===== src/rtl/dmem_arbiter.sv =====
// Two-port arbiter/sequencer for the single-ported synchronous data memory.
// Port 0 has fixed priority; a starvation counter forces port 1 after STARVE_MAX losses.
module dmem_arbiter #(
    parameter int AW         = 7,
    parameter int DW         = 32,
    parameter int RD_LAT     = 1,
    parameter int STARVE_MAX = 4
) (
    input  logic          clk,
    input  logic          rst_n,
    input  logic          p0_req,
    input  logic          p0_we,
    input  logic [AW-1:0] p0_addr,
    input  logic [DW-1:0] p0_wdata,
    input  logic          p1_req,
    input  logic          p1_we,
    input  logic [AW-1:0] p1_addr,
    input  logic [DW-1:0] p1_wdata,
    output logic          p0_gnt,
    output logic          p1_gnt,
    output logic          p0_done,
    output logic          p1_done,
    output logic [DW-1:0] p0_rdata,
    output logic [DW-1:0] p1_rdata,
    output logic          busy,
    output logic          CEN,
    output logic          WEN,
    output logic          OEN,
    output logic [AW-1:0] A,
    output logic [DW-1:0] Data2Mem,
    input  logic [DW-1:0] ReadDataMem
);

    localparam int SCW = $clog2(STARVE_MAX + 1);

    typedef enum logic [1:0] {IDLE, CMD, WAIT} state_t;

    state_t           r_state, w_stateNext;
    logic             r_owner, w_ownerNext;
    logic             r_we, w_weNext;
    logic [AW-1:0]    r_addr, w_addrNext;
    logic [DW-1:0]    r_wdata, w_wdataNext;
    logic [2:0]       r_latCnt, w_latCntNext;
    logic [SCW-1:0]   r_starveCnt, w_starveNext;
    logic             r_p0Gnt, r_p1Gnt, r_p0Done, r_p1Done;
    logic             w_p0GntNext, w_p1GntNext, w_p0DoneNext, w_p1DoneNext;
    logic             w_cap0, w_cap1;
    logic [DW-1:0]    r_p0Rdata, r_p1Rdata;
    logic             r_busy;
    logic             r_cen, r_wen, r_oen;
    logic             w_cenNext, w_wenNext, w_oenNext;
    logic             w_p1Win;

    assign w_p1Win = p1_req && (!p0_req || (r_starveCnt == SCW'(STARVE_MAX)));

    // Every strobe and pulse is computed for the coming state so the outputs are pure registers.
    always_comb begin
        w_stateNext  = r_state;
        w_ownerNext  = r_owner;
        w_weNext     = r_we;
        w_addrNext   = r_addr;
        w_wdataNext  = r_wdata;
        w_latCntNext = r_latCnt;
        w_starveNext = r_starveCnt;
        w_p0GntNext  = 1'b0;
        w_p1GntNext  = 1'b0;
        w_p0DoneNext = 1'b0;
        w_p1DoneNext = 1'b0;
        w_cap0       = 1'b0;
        w_cap1       = 1'b0;
        w_cenNext    = 1'b1;
        w_wenNext    = 1'b1;
        w_oenNext    = 1'b1;
        case (r_state)
            IDLE: begin
                if (!p1_req) begin
                    w_starveNext = '0;
                end
                if (p0_req || p1_req) begin
                    w_stateNext = CMD;
                    w_ownerNext = w_p1Win;
                    w_weNext    = w_p1Win ? p1_we    : p0_we;
                    w_addrNext  = w_p1Win ? p1_addr  : p0_addr;
                    w_wdataNext = w_p1Win ? p1_wdata : p0_wdata;
                    w_p0GntNext = !w_p1Win;
                    w_p1GntNext = w_p1Win;
                    w_cenNext   = 1'b0;
                    w_wenNext   = !w_weNext;
                    w_oenNext   = w_weNext;
                    if (w_p1Win) begin
                        w_starveNext = '0;
                    end else if (p1_req && (r_starveCnt != SCW'(STARVE_MAX))) begin
                        w_starveNext = r_starveCnt + 1'b1;
                    end
                end
            end
            CMD: begin
                if (r_we) begin
                    w_stateNext  = IDLE;
                    w_p0DoneNext = !r_owner;
                    w_p1DoneNext = r_owner;
                end else begin
                    w_stateNext  = WAIT;
                    w_latCntNext = '0;
                    w_oenNext    = 1'b0;
                end
            end
            WAIT: begin
                if (r_latCnt == 3'(RD_LAT - 1)) begin
                    w_stateNext  = IDLE;
                    w_p0DoneNext = !r_owner;
                    w_p1DoneNext = r_owner;
                    w_cap0       = !r_owner;
                    w_cap1       = r_owner;
                end else begin
                    w_latCntNext = r_latCnt + 3'd1;
                    w_oenNext    = 1'b0;
                end
            end
            default: w_stateNext = IDLE;
        endcase
    end

    // Reset abandons any in-flight access and releases the strobes at once.
    always_ff @(posedge clk or negedge rst_n) begin
        if (!rst_n) begin
            r_state     <= IDLE;
            r_owner     <= 1'b0;
            r_we        <= 1'b0;
            r_addr      <= '0;
            r_wdata     <= '0;
            r_latCnt    <= '0;
            r_starveCnt <= '0;
            r_p0Gnt     <= 1'b0;
            r_p1Gnt     <= 1'b0;
            r_p0Done    <= 1'b0;
            r_p1Done    <= 1'b0;
            r_p0Rdata   <= '0;
            r_p1Rdata   <= '0;
            r_busy      <= 1'b0;
            r_cen       <= 1'b1;
            r_wen       <= 1'b1;
            r_oen       <= 1'b1;
        end else begin
            r_state     <= w_stateNext;
            r_owner     <= w_ownerNext;
            r_we        <= w_weNext;
            r_addr      <= w_addrNext;
            r_wdata     <= w_wdataNext;
            r_latCnt    <= w_latCntNext;
            r_starveCnt <= w_starveNext;
            r_p0Gnt     <= w_p0GntNext;
            r_p1Gnt     <= w_p1GntNext;
            r_p0Done    <= w_p0DoneNext;
            r_p1Done    <= w_p1DoneNext;
            r_busy      <= (w_stateNext != IDLE);
            r_cen       <= w_cenNext;
            r_wen       <= w_wenNext;
            r_oen       <= w_oenNext;
            if (w_cap0) begin
                r_p0Rdata <= ReadDataMem;
            end
            if (w_cap1) begin
                r_p1Rdata <= ReadDataMem;
            end
        end
    end

    assign p0_gnt   = r_p0Gnt;
    assign p1_gnt   = r_p1Gnt;
    assign p0_done  = r_p0Done;
    assign p1_done  = r_p1Done;
    assign p0_rdata = r_p0Rdata;
    assign p1_rdata = r_p1Rdata;
    assign busy     = r_busy;
    assign CEN      = r_cen;
    assign WEN      = r_wen;
    assign OEN      = r_oen;
    assign A        = r_addr;
    assign Data2Mem = r_wdata;

endmodule


===== config.mk =====
export PLATFORM = sky130hd
export DESIGN_NAME = dmem_arbiter
export DESIGN_NICKNAME = d
export VERILOG_FILES = /design/src/rtl/dmem_arbiter.sv
export SDC_FILE = /design/constraint.sdc
export NUM_CORES = 1
export LEC_CHECK = 0
export CORE_UTILIZATION = 38
export CTS_CLUSTER_DIAMETER = 150
export DETAILED_ROUTE_END_ITERATION = 10
export PLACE_DENSITY_LB_ADDON = 0.2
export SYNTH_ARGS = -nofsm -noshare
export SYNTH_HDL_FRONTEND = slang
export SYNTH_SLANG_ARGS = --single-unit

===== constraint.sdc =====
create_clock -name clk -period 1.6 [get_ports clk]
set_input_delay 0.24 -clock clk [delete_from_list [all_inputs] [get_ports clk]]
set_output_delay 0.24 -clock clk [all_outputs]
set_load 0.01 [all_outputs]

* Word-level counts from Yosys, hierarchy flattened
Cells that the tools add are included.
** Storage, ports and cells
- Register bits after elaboration :: 121
** Cells by class
- Equal/unequal tests :: 6
- Mux-type cells :: 34
- Reductions and logical operators :: 14
- Add/sub/neg operators :: 2
** Operators by type and width (number)
- $mux W32 :: 1
- $mux W1 :: 18
- $mux W3 :: 6
- $mux W7 :: 1
- $add A3 B1 Y3 const B :: 2
- $mux W2 :: 3
- $pmux W2 S3 :: 1
- $pmux W3 S2 :: 1
- $logic_not A1 Y1 :: 4
- $ne A2 B2 Y1 const B :: 2
- $pmux W1 S2 :: 2
- $reduce_bool A2 Y1 :: 2
- $eq A3 B3 Y1 const B :: 1
- $logic_not A3 Y1 :: 1
- $ne A3 B3 Y1 const B :: 1
- $pmux W1 S3 :: 1
- $reduce_and A3 Y1 :: 1
- $eq A2 B1 Y1 const B :: 1
- $eq A2 B2 Y1 const B :: 1
- $logic_and A1 B1 Y1 :: 2
- $logic_not A2 Y1 :: 1
- $logic_or A1 B1 Y1 :: 2
- $reduce_and A2 Y1 :: 1

* Depth between registers and ports, before layout
Gate-level depths: netlist of run 1.
- Depth after elaboration :: 7
- Mapped depth :: 8
- Mapped depth without buffers :: 6

* Worst setup path before layout of run 1
OpenSTA, ideal clock, no wires.
- Path type :: register -> register
- From :: reg r_starveCnt[0]
- To :: reg r_wdata[15] (netlist: Data2Mem[15])
- Library setup time :: 0.126 ns
- Stages on the path, launching flop included :: 9
- Arrival time :: 1.642 ns
- Clock period less this slack :: 1.768 ns
- Slack :: -0.168 ns
- Cell sequence :: dfrtp_1 > inv_1 > ha_1 > a21bo_1 > buf_6 > and3_4 > buf_6 > buf_6 > a221o_1
** Between the ends
- Longest elaborated chain between the ends :: 4
** RTL lines
- start, declared :: line 44 : logic [SCW-1:0] r_starveCnt, w_starveNext;
- start signal, assigned :: line 151 : r_starveCnt <= w_starveNext;
- $eq A3 B3 Y1 :: line 54 : assign w_p1Win = p1_req && (!p0_req || (r_starveCnt == SCW'(STARVE_MAX)));
- $logic_or A1 B1 Y1 :: line 54
- $logic_and A1 B1 Y1 :: line 54
- $mux W32 :: line 84 : w_wdataNext = w_p1Win ? p1_wdata : p0_wdata;
- end signal, assigned :: line 149 : r_wdata <= w_wdataNext;
- end, declared :: line 42 : logic [DW-1:0] r_wdata, w_wdataNext;
Every way passes these cells.
A chain may end at the register's enable or synchronous reset.

* Worst setup path after layout of run 1
- From :: reg r_state[0]
- To :: reg r_wdata[26] (netlist: Data2Mem[26])
** Between the ends
- Longest elaborated chain between the ends :: 2
** RTL lines
- start, declared :: line 38 : state_t r_state, w_stateNext;
- start signal, assigned :: line 145 : r_state <= w_stateNext;
- $logic_not A2 Y1 :: line 74 : case (r_state)
- $reduce_and A2 Y1 (no source line)
Every way passes these cells.

==> results of run 1 <==
==> worst max path at each step <==
stage | cells past startpoint | slack [ns] | start | endpoint
6_report | 8 | -0.02 | r_state[0] | Data2Mem[26]
5_1_grt | 7 | -0.08 | r_state[0] | p0_rdata[13]
3_5_place_dp | 7 | -0.24 | p0_req | Data2Mem[18]
4_1_cts | 7 | -0.06 | r_state[1] | Data2Mem[18]
3_3_place_gp | 7 | -0.20 | p0_req | Data2Mem[10]
2_1_floorplan | 8 | -0.08 | r_starveCnt[1] | Data2Mem[15]
==> per-layer routing <==
metal	share of wire	routed length, um	track usage	vias up
met1	0.42	6330	0.258	2158
li1	-	-	-	1998
met4	0.025	371	0.0897	0
met5	0	0	0	-
met2	0.50	7520	0.362	200
met3	0.061	916	0.0603	32
==> Yosys cell counts, types with 3 or more instances <==
| cell | instances | area share |
|---|---|---|
| o211ai_1 | 15 | 0.022 |
| a221o_1 | 25 | 0.049 |
| mux2_2 | 64 | 0.14 |
| nand2_1 | 35 | 0.026 |
| buf_2 | 9 | 0.0088 |
| nor2b_1 | 7 | 0.0085 |
| o21ai_0 | 4 | 0.0039 |
| nand4_1 | 15 | 0.018 |
| and2_1 | 26 | 0.032 |
| nor2_1 | 5 | 0.0037 |
| nand3_1 | 3 | 0.0029 |
| dfrtp_1 | 118 | 0.57 |
| a21oi_1 | 3 | 0.0029 |
| clkbuf_1 | 11 | 0.0080 |
| ha_1 | 8 | 0.019 |
| buf_6 | 4 | 0.0088 |
| inv_1 | 9 | 0.0066 |
| dfstp_2 | 3 | 0.015 |
| and3_1 | 3 | 0.0037 |
==> through the flow <==
| stage | cells | setup slack [ns] | TNS (ns) | hold WS (ns) | total power [mW] |
|---|---|---|---|---|---|
| 2_1_floorplan | 396 | -0.0827 | -1.49 | -0.0556 | 8.52 |
| 3_3_place_gp | 810 | -0.201 | -6.65 | 0.311 | 12.6 |
| 3_5_place_dp | 810 | -0.243 | -8.63 | 0.316 | 12.7 |
| 4_1_cts | 843 | -0.0647 | -1.50 | 0.379 | 16.2 |
| 5_1_grt | 854 | -0.0789 | -4.17 | 0.418 | 17.8 |
| 6_report | 854 | -0.0186 | -0.146 | 0.398 | 16.9 |
==> cells by family (layout without fill, tap and decap cells) <==
family                     Yosys count  after routing  synth area share
buffers and inverters               34            314            0.0329
DFF                                121            121             0.590
adders and majority gates            8              8            0.0195
muxes                               64             64             0.140
and+or+nand+nor                    106            108             0.114
AOI/OAI and AO/OA                   63             63             0.103
==> what timing repair did <==
action	CTS	global route
resized for setup	9	106
hold buffers	1	0
setup buffers	0	6
hold endpoints to repair	118	0
pin swaps	0	13
setup endpoints to repair	84	136
gates cloned	0	6
==> state kept, by name (all words and copies together), names as in the netlist <==
register / count
r_we: 1
Data2Mem: 32
r_latCnt: 3
p0_gnt: 1
WEN: 1
r_state: 2
CEN: 1
p1_rdata: 32
p1_gnt: 1
r_starveCnt: 3
OEN: 1
p0_done: 1
busy: 1
p0_rdata: 32
A: 7
p1_done: 1
r_owner: 1
==> final cells by class <==
cell class	instances	area share
well taps	176	0.0248
clock buffers	20	0.0514
multi-input cells	243	0.247
clock inverters	12	0.00859
repair buffers	272	0.322
flip-flops and latches	121	0.341
inverters	10	0.00507
==> critical path, delay by kind of cell (launching register included) <==
family | cells | cell delay [ns]
AOI/OAI and AO/OA | 2 | 0.43
DFF | 1 | 0.39
buffers and inverters | 4 | 0.37
adders and majority gates | 1 | 0.15
and+or+nand+nor | 1 | 0.15
==> power breakdown <==
part | switching, mW | internal [mW] | total [mW]
clock | 1.35 | 2.04 | 3.39
sequential | 0.835 | 4.56 | 5.40
combinational | 3.09 | 5.01 | 8.10
==> impl_results.md, run 1 <==
- Outcome: finished, violations left
- Violated checks: setup timing
- Setup violators final: 16
- First-pass GRT wire length: 23200 um
- Cells along the critical path: inv_2 > buf_6 > ha_4 > o21a_4 > inv_8 > buf_12 > and2_1 > a221o_1
- Cell area after synthesis: 5140 sq um
- Post-synth cell types: 43
- Asr flop ratio synth: 1.00
- Clock root buffer: clkbuf_16
- Crit-path max cell delay: 0.39 ns
- Net count, final: 789
- Clk buf depth: 2
- H-tree Lvls: 4
- Placed cell area: 7850 sq um
- CP max FO: 13
- DRC: 0
- Initial Utilization: 0.390
- VDD IR-drop max: 0.000811 V
- Number of fill cells: 996
- Total CTS buffers: 17
- Syn_nets: 520
- Sequential area share after synthesis: 0.590
- Initial detailed-routing violation count: 196
- Syn Inst Count: 396
- Reg2reg path depth: 8
- Area Overhead vs Synth: 72.9%
- Final Critical Period: 1.62 ns
- Core ar.: 13200 sq um
- Chip Height: 118 um
- Worst setup margin: -0.0186 ns
- Largest net degree at the start of global routing: 84
- Hold Crit Class: input port to asynchronous set/reset pin
- Final slew viol count: 0
- Final hold violations: 0
- Layout cell share with drive strength beyond 1: 0.273
- Most common cell after layout, fill and taps aside: clkdlybuf4s50_1
- Std-Cell Rows: 42
- Startpoint types: register
- Measured slew at the worst slew-check pin: 0.497 ns
- Gr usage total: 0.215
- Vias in the first global route: 4599
- Sink Count: 121
- Io pins: 227
- Worst path slowest cell: dfrtp_1
- Initial antenna violation count: 0
- Leakage: 4.15 nW
- Avg WL per Cell: 17.7 um
- Crit. End Element: register
- Gpl congestion: 0.796
- N_diodes: 0
- Vias per cell: 5.14
- Final Cycle Share: 1.01
- I/O Buffers: 226
- CP Class: register to register
- Crit path DAT: 1.91 ns
- Slew Limit Headroom: 0.669
- Sequential Area: 3030 sq um
- Final core occ: 0.673
- RSZ-0062 raised after global routing: yes
- HPWL Detailed: 10300 um
- TritonRoute pass-1 iters: 4
- Total die area: 14000 sq um
- Worst-path clk slew: 0.05 ns
- Die Width: 118 um
- Design Area, Final: 8880 sq um
- Via count: 4388
- Worst-Skew Late Latency: 0.41 ns
- Most frequent cells in the layout: clkdlybuf4s50_1 (184), dfrtp_1 (117), mux2_2 (39)
- Main synth FF type: dfrtp_1
- MaxCap Viol Count: 0
- Post-Syn Area per Cell: 13.0 sq um
- Multi-input logic area: 2190 sq um
- Post-route ant nets: 0
- Flops & latches, synth: 121
- Worst reg-to-reg setup slack: -0.02 ns
- Reg2reg end: Data2Mem[26]
- Gr ovfl total: 0
- PD cells: 1900 nW/um^2
- CTS tree: yes
- Clk_skew: 0.00694 ns
- Worst path required time: 1.89 ns
- Synth warn: 0
- Number of synthesized flops with an enable pin: 0
- R2r startpoint: r_state[0]
- Routed WL: 15100 um
- F_max: 618 MHz
(Power assumes the default switching activity.)
==> run 2, diff against run 1 <==
--- a/config.mk
+++ b/config.mk
@@ -5,6 +5,7 @@
 export SDC_FILE = /design/constraint.sdc
 export NUM_CORES = 1
 export LEC_CHECK = 0
+export CORE_ASPECT_RATIO = 1.5
 export CORE_UTILIZATION = 38
 export CTS_CLUSTER_DIAMETER = 150
 export DETAILED_ROUTE_END_ITERATION = 10
==> run 2 against run 1 <==
  * Via count is 2.0% lower
  * Count of clock-buffer cells in the layout fell by 2
  * Clock power is 16% higher
  * Die area about the same
  * The run still ends with setup timing left
==> impl_results.md, run 2 (synthesis results as in run 1) <==
- Final core occ: 0.669 (-0.00425)
- Routed WL: 15000 um (-1.0%)
- N_diodes: 0 (unchanged)
- MaxCap Viol Count: 0 (unchanged)
- Post-Route Setup TNS: -0.600 ns (-0.453 ns)
- Comb power frac: 0.459 (-0.021)
- VDD IR-drop max: 0.000766 V (-5.5%)
- Vias in the first global route: 4379 (-4.8%)
- Grt met3 use: 0.0541 (-0.00620)
- Gpl congestion: 0.852 (+7.0%)
- Worst-Skew Late Latency: 0.42 ns (about the same)
- RSZ-0062 raised after global routing: yes
- Sink Count: 121 (unchanged)
- Chip Height: 144 um (+22%)
- Slew Limit Headroom: 0.695 (+0.0268)
- Crit path DAT: 1.93 ns (+0.02 ns)
- TritonRoute pass-1 iters: 4 (unchanged)
- Total die area: 14000 sq um (about the same)
- Core ar.: 13100 sq um (-0.83%)
- Clk pwr share: 0.228 (+0.027)
- Place WS: -0.246 ns (-0.00308 ns)
- Design Area, Final: 8750 sq um (-1.5%)
- Initial Utilization: 0.393 (+0.00324)
- R2r startpoint: r_state[0]
- Psw: 5.32 mW (+0.88%)
- Total CTS buffers: 17 (unchanged)
- Final hold violations: 0 (unchanged)
- Avg WL per Cell: 18.1 um (+1.9%)
- Setup violators final: 32 (+16)
- Worst reg-to-reg setup slack: -0.04 ns (-0.02 ns)
- Final slew viol count: 0 (unchanged)
- Worst hold slack: 0.344 ns (-0.0537 ns)
- DRC: 0 (unchanged)
- Vias per cell: 5.18 (+0.85%)
- HPWL Detailed: 10100 um (-1.4%)
- Layout cell share with drive strength beyond 1: 0.277 (+0.00434)
- Sequential Area: 3030 sq um (about the same)
- Placed cell area: 7790 sq um (-0.78%)
- Largest net degree at the start of global routing: 84 (unchanged)
- F_max: 611 MHz (-1.1%)
- Initial detailed-routing violation count: 76 (-61%)
- Startpoint types: register
- Via count: 4301 (-2.0%)
- Std-Cell Rows: 51 (+21%)
- CP Class: register to register
- I/O Buffers: 226 (unchanged)
- Switching Fraction: 0.310 (-0.00289)
- Die Width: 97.0 um (-18%)
- Initial antenna violation count: 0 (unchanged)
- M2 GR Usage: 0.340 (-0.0226)
- Final Cycle Share: 1.02 (+0.0110)
- Crit. End Element: register
- Most common cell after layout, fill and taps aside: clkdlybuf4s50_1
- Gr usage total: 0.197 (-0.0178)
- Worst path required time: 1.89 ns (about the same)
- CTS tree: yes
- Worst-path clk slew: 0.06 ns (about the same)
- Met1 usage: 0.226 (-0.0321)
- Hold Crit Class: input port to asynchronous set/reset pin
- PD cells: 1960 nW/um^2 (+3.3%)
- Violated checks: setup timing
- First-pass GRT wire length: 21600 um (-6.9%)
- Post-route ant nets: 0 (unchanged)
- Internal: 11.9 mW (+2.2%)
- Outcome: finished, violations left
- H-tree Lvls: 4 (unchanged)
- Io pins: 227 (unchanged)
- Most frequent cells in the layout: clkdlybuf4s50_1 (194), dfrtp_1 (118), mux2_2 (64)
- Clk buf depth: 2 (unchanged)
- Leakage: 3.99 nW (-3.6%)
- Reg2reg path depth: 6 (-2)
- Net count, final: 782 (-0.89%)
- Gr ovfl total: 0 (unchanged)
- Seq pwr share: 0.314 (-0.006)
- Number of fill cells: 975 (-2.1%)
- Clk_skew: 0.00930 ns (+0.00237 ns)
- Final Critical Period: 1.64 ns (+0.0176 ns)
- Area Overhead vs Synth: 70.4%
- Critical Path Start: r_state[0]
- CP max FO: 32 (+19)
- Multi-input logic area: 2110 sq um (-3.6%)
- Measured slew at the worst slew-check pin: 0.457 ns (-0.0402 ns)
- Clock root buffer: clkbuf_16
- GR peak layer: met2
- Worst setup margin: -0.0362 ns (-0.0176 ns)
[run 2: final timing paths]
kind | to
hold / removal | p0_rdata[6]
max in group asynchronous | p0_rdata[29]
setup / recovery | p0_rdata[22]
setup reg to reg | p0_rdata[22]
min in group clk | Data2Mem[1]
hold reg to reg | A[3]
[run 2: power groups by stage]
stage          Combinational [mW]  Sequential [mW]  Clock [mW]
5_1_grt                      8.38             5.58        4.14
2_1_floorplan                2.56             5.95           0
4_1_cts                      7.29             5.38        3.98
3_5_place_dp                 7.31             5.38           0
3_3_place_gp                 7.10             5.32           0
6_report                     7.88             5.39        3.92
[run 2: layout make-up]
| class | count | share of cell area |
|---|---|---|
| Clock buffer | 18 | 0.0502 |
| Clock inverter | 14 | 0.0196 |
| Inverter | 10 | 0.00515 |
| Multi-Input combinational cell | 243 | 0.241 |
| Sequential cell | 121 | 0.346 |
| Tap cell | 159 | 0.0227 |
| Timing Repair Buffer | 265 | 0.315 |
[run 2: worst max-delay path, cell delays in order, from the launching register on]
cell	delay [ns]
dfrtp_1	0.39
inv_2	0.08
ha_2	0.18
nand3b_1	0.13
nor2_4	0.13
buf_12	0.22
mux2_2	0.37
[run 2: metal layers]
layer  share of wire  routed length (um)
met3           0.059                 884
met1            0.38                5740
met2            0.53                8010
met4           0.024                 353
met5               0                   0
[run 2: per-stage QoR]
step	cells	total power, mW
after floorplan	396	8.52
after global placement	787	12.4
after detailed placement	787	12.7
after CTS	820	16.7
after global routing	830	18.1
final	830	17.2
[run 2: repair_timing]
action,in CTS,in global routing
gates resized for setup,4,73
pin swaps,1,26
hold buffers,1,0
gates cloned,0,6
buffers inserted,0,4
setup endpoints to repair,61,124
endpoints found under the hold margin,118,0
==> run 3, diff against run 2 <==
--- a/config.mk
+++ b/config.mk
@@ -10,6 +10,7 @@
 export CTS_CLUSTER_DIAMETER = 150
 export DETAILED_ROUTE_END_ITERATION = 10
 export PLACE_DENSITY_LB_ADDON = 0.2
+export REMOVE_ABC_BUFFERS = 1
 export SYNTH_ARGS = -nofsm -noshare
 export SYNTH_HDL_FRONTEND = slang
 export SYNTH_SLANG_ARGS = --single-unit
==> run 3 against run 2 <==
  * Sequential share of layout area fell by 0.93 points
  * Clock power down 7.7%
  * Register-to-register slack about the same
  * Global-route usage increased by 2.2 points
  * Critical path depth grew 1
  * Sequential power about the same
  * Clock skew fell by 0.0010 ns
  * Die area did not move
  * Design area is 2.8% higher
  * Core utilization is 1.8 points higher
  * The run still ends with setup timing left
  * Cell count increased by 1.4%
==> impl_results.md, run 3 (synthesis results as in run 1) <==
- Outcome: finished, violations left
- Violated checks: setup timing
- RSZ-0062 raised after global routing: yes
- Std-Cell Rows: 51 (unchanged)
- Total die area: 14000 sq um (unchanged)
- Setup violators final: 32 (unchanged)
- Post-Route Setup TNS: -1.21 ns (-0.608 ns)
- Chip Height: 144 um (unchanged)
- Total Power: 17.5 mW (+1.8%)
- R2r startpoint: r_state[0]
- Crit. End Element: register
- Worst setup margin: -0.0490 ns (-0.0128 ns)
- Slew Limit Headroom: 0.729 (+0.0333)
- HPWL Detailed: 10300 um (+1.6%)
- CTS tree: yes
- Final Critical Period: 1.65 ns (+0.0128 ns)
- Final core occ: 0.688 (+0.0185)
- VDD IR-drop max: 0.00101 V (+31%)
- Critical Path Start: r_state[0]
- Area Overhead vs Synth: 75.1%
- CP Capture Point: p0_rdata[23]
- Clk_skew: 0.00831 ns (-0.000999 ns)
- I/O Buffers: 226 (unchanged)
- Gpl congestion: 0.793 (-6.9%)
- Layout cell share with drive strength beyond 1: 0.280 (+0.00245)
- Final Cycle Share: 1.03 (+0.00798)
- CP max FO: 8 (-75%)
- Vias per cell: 5.22 (+0.73%)
- Vias in the first global route: 4628 (+5.7%)
- Total CTS buffers: 17 (unchanged)
- DRC: 0 (unchanged)
- Seq pwr share: 0.309 (-0.005)
- Most frequent cells in the layout: clkdlybuf4s50_1 (204), dfrtp_1 (118), nand2_1 (35)
- Sink Count: 121 (unchanged)
- PD cells: 1950 nW/um^2 (-0.94%)
- Clk buf depth: 2 (unchanged)
- Number of fill cells: 934 (-4.2%)
- Post-route ant nets: 0 (unchanged)
- Final slew viol count: 0 (unchanged)
- Most common cell after layout, fill and taps aside: clkdlybuf4s50_1
- Gr ovfl total: 0 (unchanged)
- Worst-path clk slew: 0.06 ns (about the same)
- Place WS: -0.327 ns (-0.0801 ns)
- Initial Utilization: 0.393 (unchanged)
- Comb power frac: 0.484 (+0.025)
- Reg2reg end: p0_rdata[23]
- Switching Fraction: 0.310 (+0.000512)
- Largest net degree at the start of global routing: 75 (-11%)
- Measured slew at the worst slew-check pin: 0.407 ns (-0.0499 ns)
- Io pins: 227 (unchanged)
- Crit path DAT: 1.93 ns (about the same)
- MaxCap Viol Count: 0 (unchanged)
- Net count, final: 795 (+1.7%)
- Internal: 12.1 mW (+1.7%)
- Worst-Skew Late Latency: 0.40 ns (-0.02 ns)
- Via count: 4395 (+2.2%)
- Worst reg-to-reg setup slack: -0.05 ns (about the same)
- Startpoint types: register
- Core ar.: 13100 sq um (unchanged)
- Clk pwr share: 0.207 (-0.021)
- Hold Crit Class: input port to asynchronous set/reset pin
- Gr usage total: 0.219 (+0.0217)
- Initial detailed-routing violation count: 180 (+140%)
- Initial antenna violation count: 0 (unchanged)
- Reg2reg path depth: 7 (+1)
- Avg WL per Cell: 18.8 um (+4.1%)
- F_max: 606 MHz (-0.77%)
- Routed WL: 15800 um (+5.6%)
- Die Width: 97.0 um (unchanged)
- First-pass GRT wire length: 23900 um (+10%)
- TritonRoute pass-1 iters: 4 (unchanged)
- Clock root buffer: clkbuf_16
- Leakage: 4.03 nW (+0.99%)
- H-tree Lvls: 4 (unchanged)
- CP Class: register to register
- Worst hold slack: 0.200 ns (-0.144 ns)
- Psw: 5.43 mW (+2.0%)
- N_diodes: 0 (unchanged)
- Final hold violations: 0 (unchanged)
- Worst path required time: 1.88 ns (about the same)
==> run 3: cell types whose count changed in the layout (fill, tap and decap cells not counted), moves of 8 or more <==
cell,change
mux2_4,+32
dlymetal6s2s_1,-11
clkdlybuf4s50_1,+10
and2_4,-8
and2_1,+8
mux2_2,-32
==> run 3: worst max-delay path: stages, from the launching register on <==
cell,delay (ns)
dfrtp_1,0.38
inv_2,0.10
ha_4,0.14
nand3b_1,0.14
nor2_4,0.16
buf_6,0.14
clkbuf_16,0.16
mux2_4,0.30
==> run 3: cell type report <==
cell class                      count  area, sq um  share of cell area
Clock buffer                       17          425              0.0473
Sequential cell                   121         3030               0.337
Multi-Input combinational cell    244         2260               0.251
Timing Repair Buffer              277         2900               0.323
Clock inverter                     14          134              0.0149
Tap cell                          159          199              0.0221
Inverter                           10         45.0             0.00501
==> run 3: worst min-delay path by stage <==
| stage | slack [ns] | to | from | cells past startpoint |
|---|---|---|---|---|
| floorplan | -0.06 | A[0] | rst_n | 0 |
| global placement | 0.06 | p1_rdata[30] | rst_n | 1 |
| detailed placement | 0.06 | p1_rdata[11] | rst_n | 1 |
| CTS | 0.18 | p1_rdata[30] | rst_n | 2 |
| global route | 0.21 | p1_rdata[30] | rst_n | 2 |
| finish | 0.20 | p1_rdata[30] | rst_n | 2 |
==> run 3: power by group through the flow <==
stage          logic, mW  registers [mW]  clock network [mW]
2_1_floorplan       2.40            5.95                   0
3_3_place_gp        7.17            5.32                   0
3_5_place_dp        7.34            5.36                   0
4_1_cts             7.86            5.37                3.69
5_1_grt             9.01            5.58                3.85
6_report            8.48            5.40                3.62
==> run 3: metrics by stage <==
step / std cells / instance area (sq um)
final: 842 / 9000
after global routing: 842 / 9000
after CTS: 836 / 8660
after detailed placement: 793 / 7810
after global placement: 793 / 7810
after floorplan: 372 / 5010
==> run 3: routing by layer <==
layer  GRT usage  up-vias  routed length, um
li1            -     2002                  -
met1       0.240     2163               6000
met2       0.400      198               8590
met3      0.0546       32                831
met4      0.0966        0                405
met5           0        -                  0
==> run 3: what timing repair did <==
| action | 4_1_cts | 5_1_grt |
|---|---|---|
| endpoints found under the hold margin | 118 | 0 |
| buffers inserted | 6 | 1 |
| cloned | 5 | 6 |
| gates resized for setup | 47 | 61 |
| hold buffers | 1 | 0 |
| setup endpoints to repair | 87 | 121 |
| pin swaps | 4 | 22 |
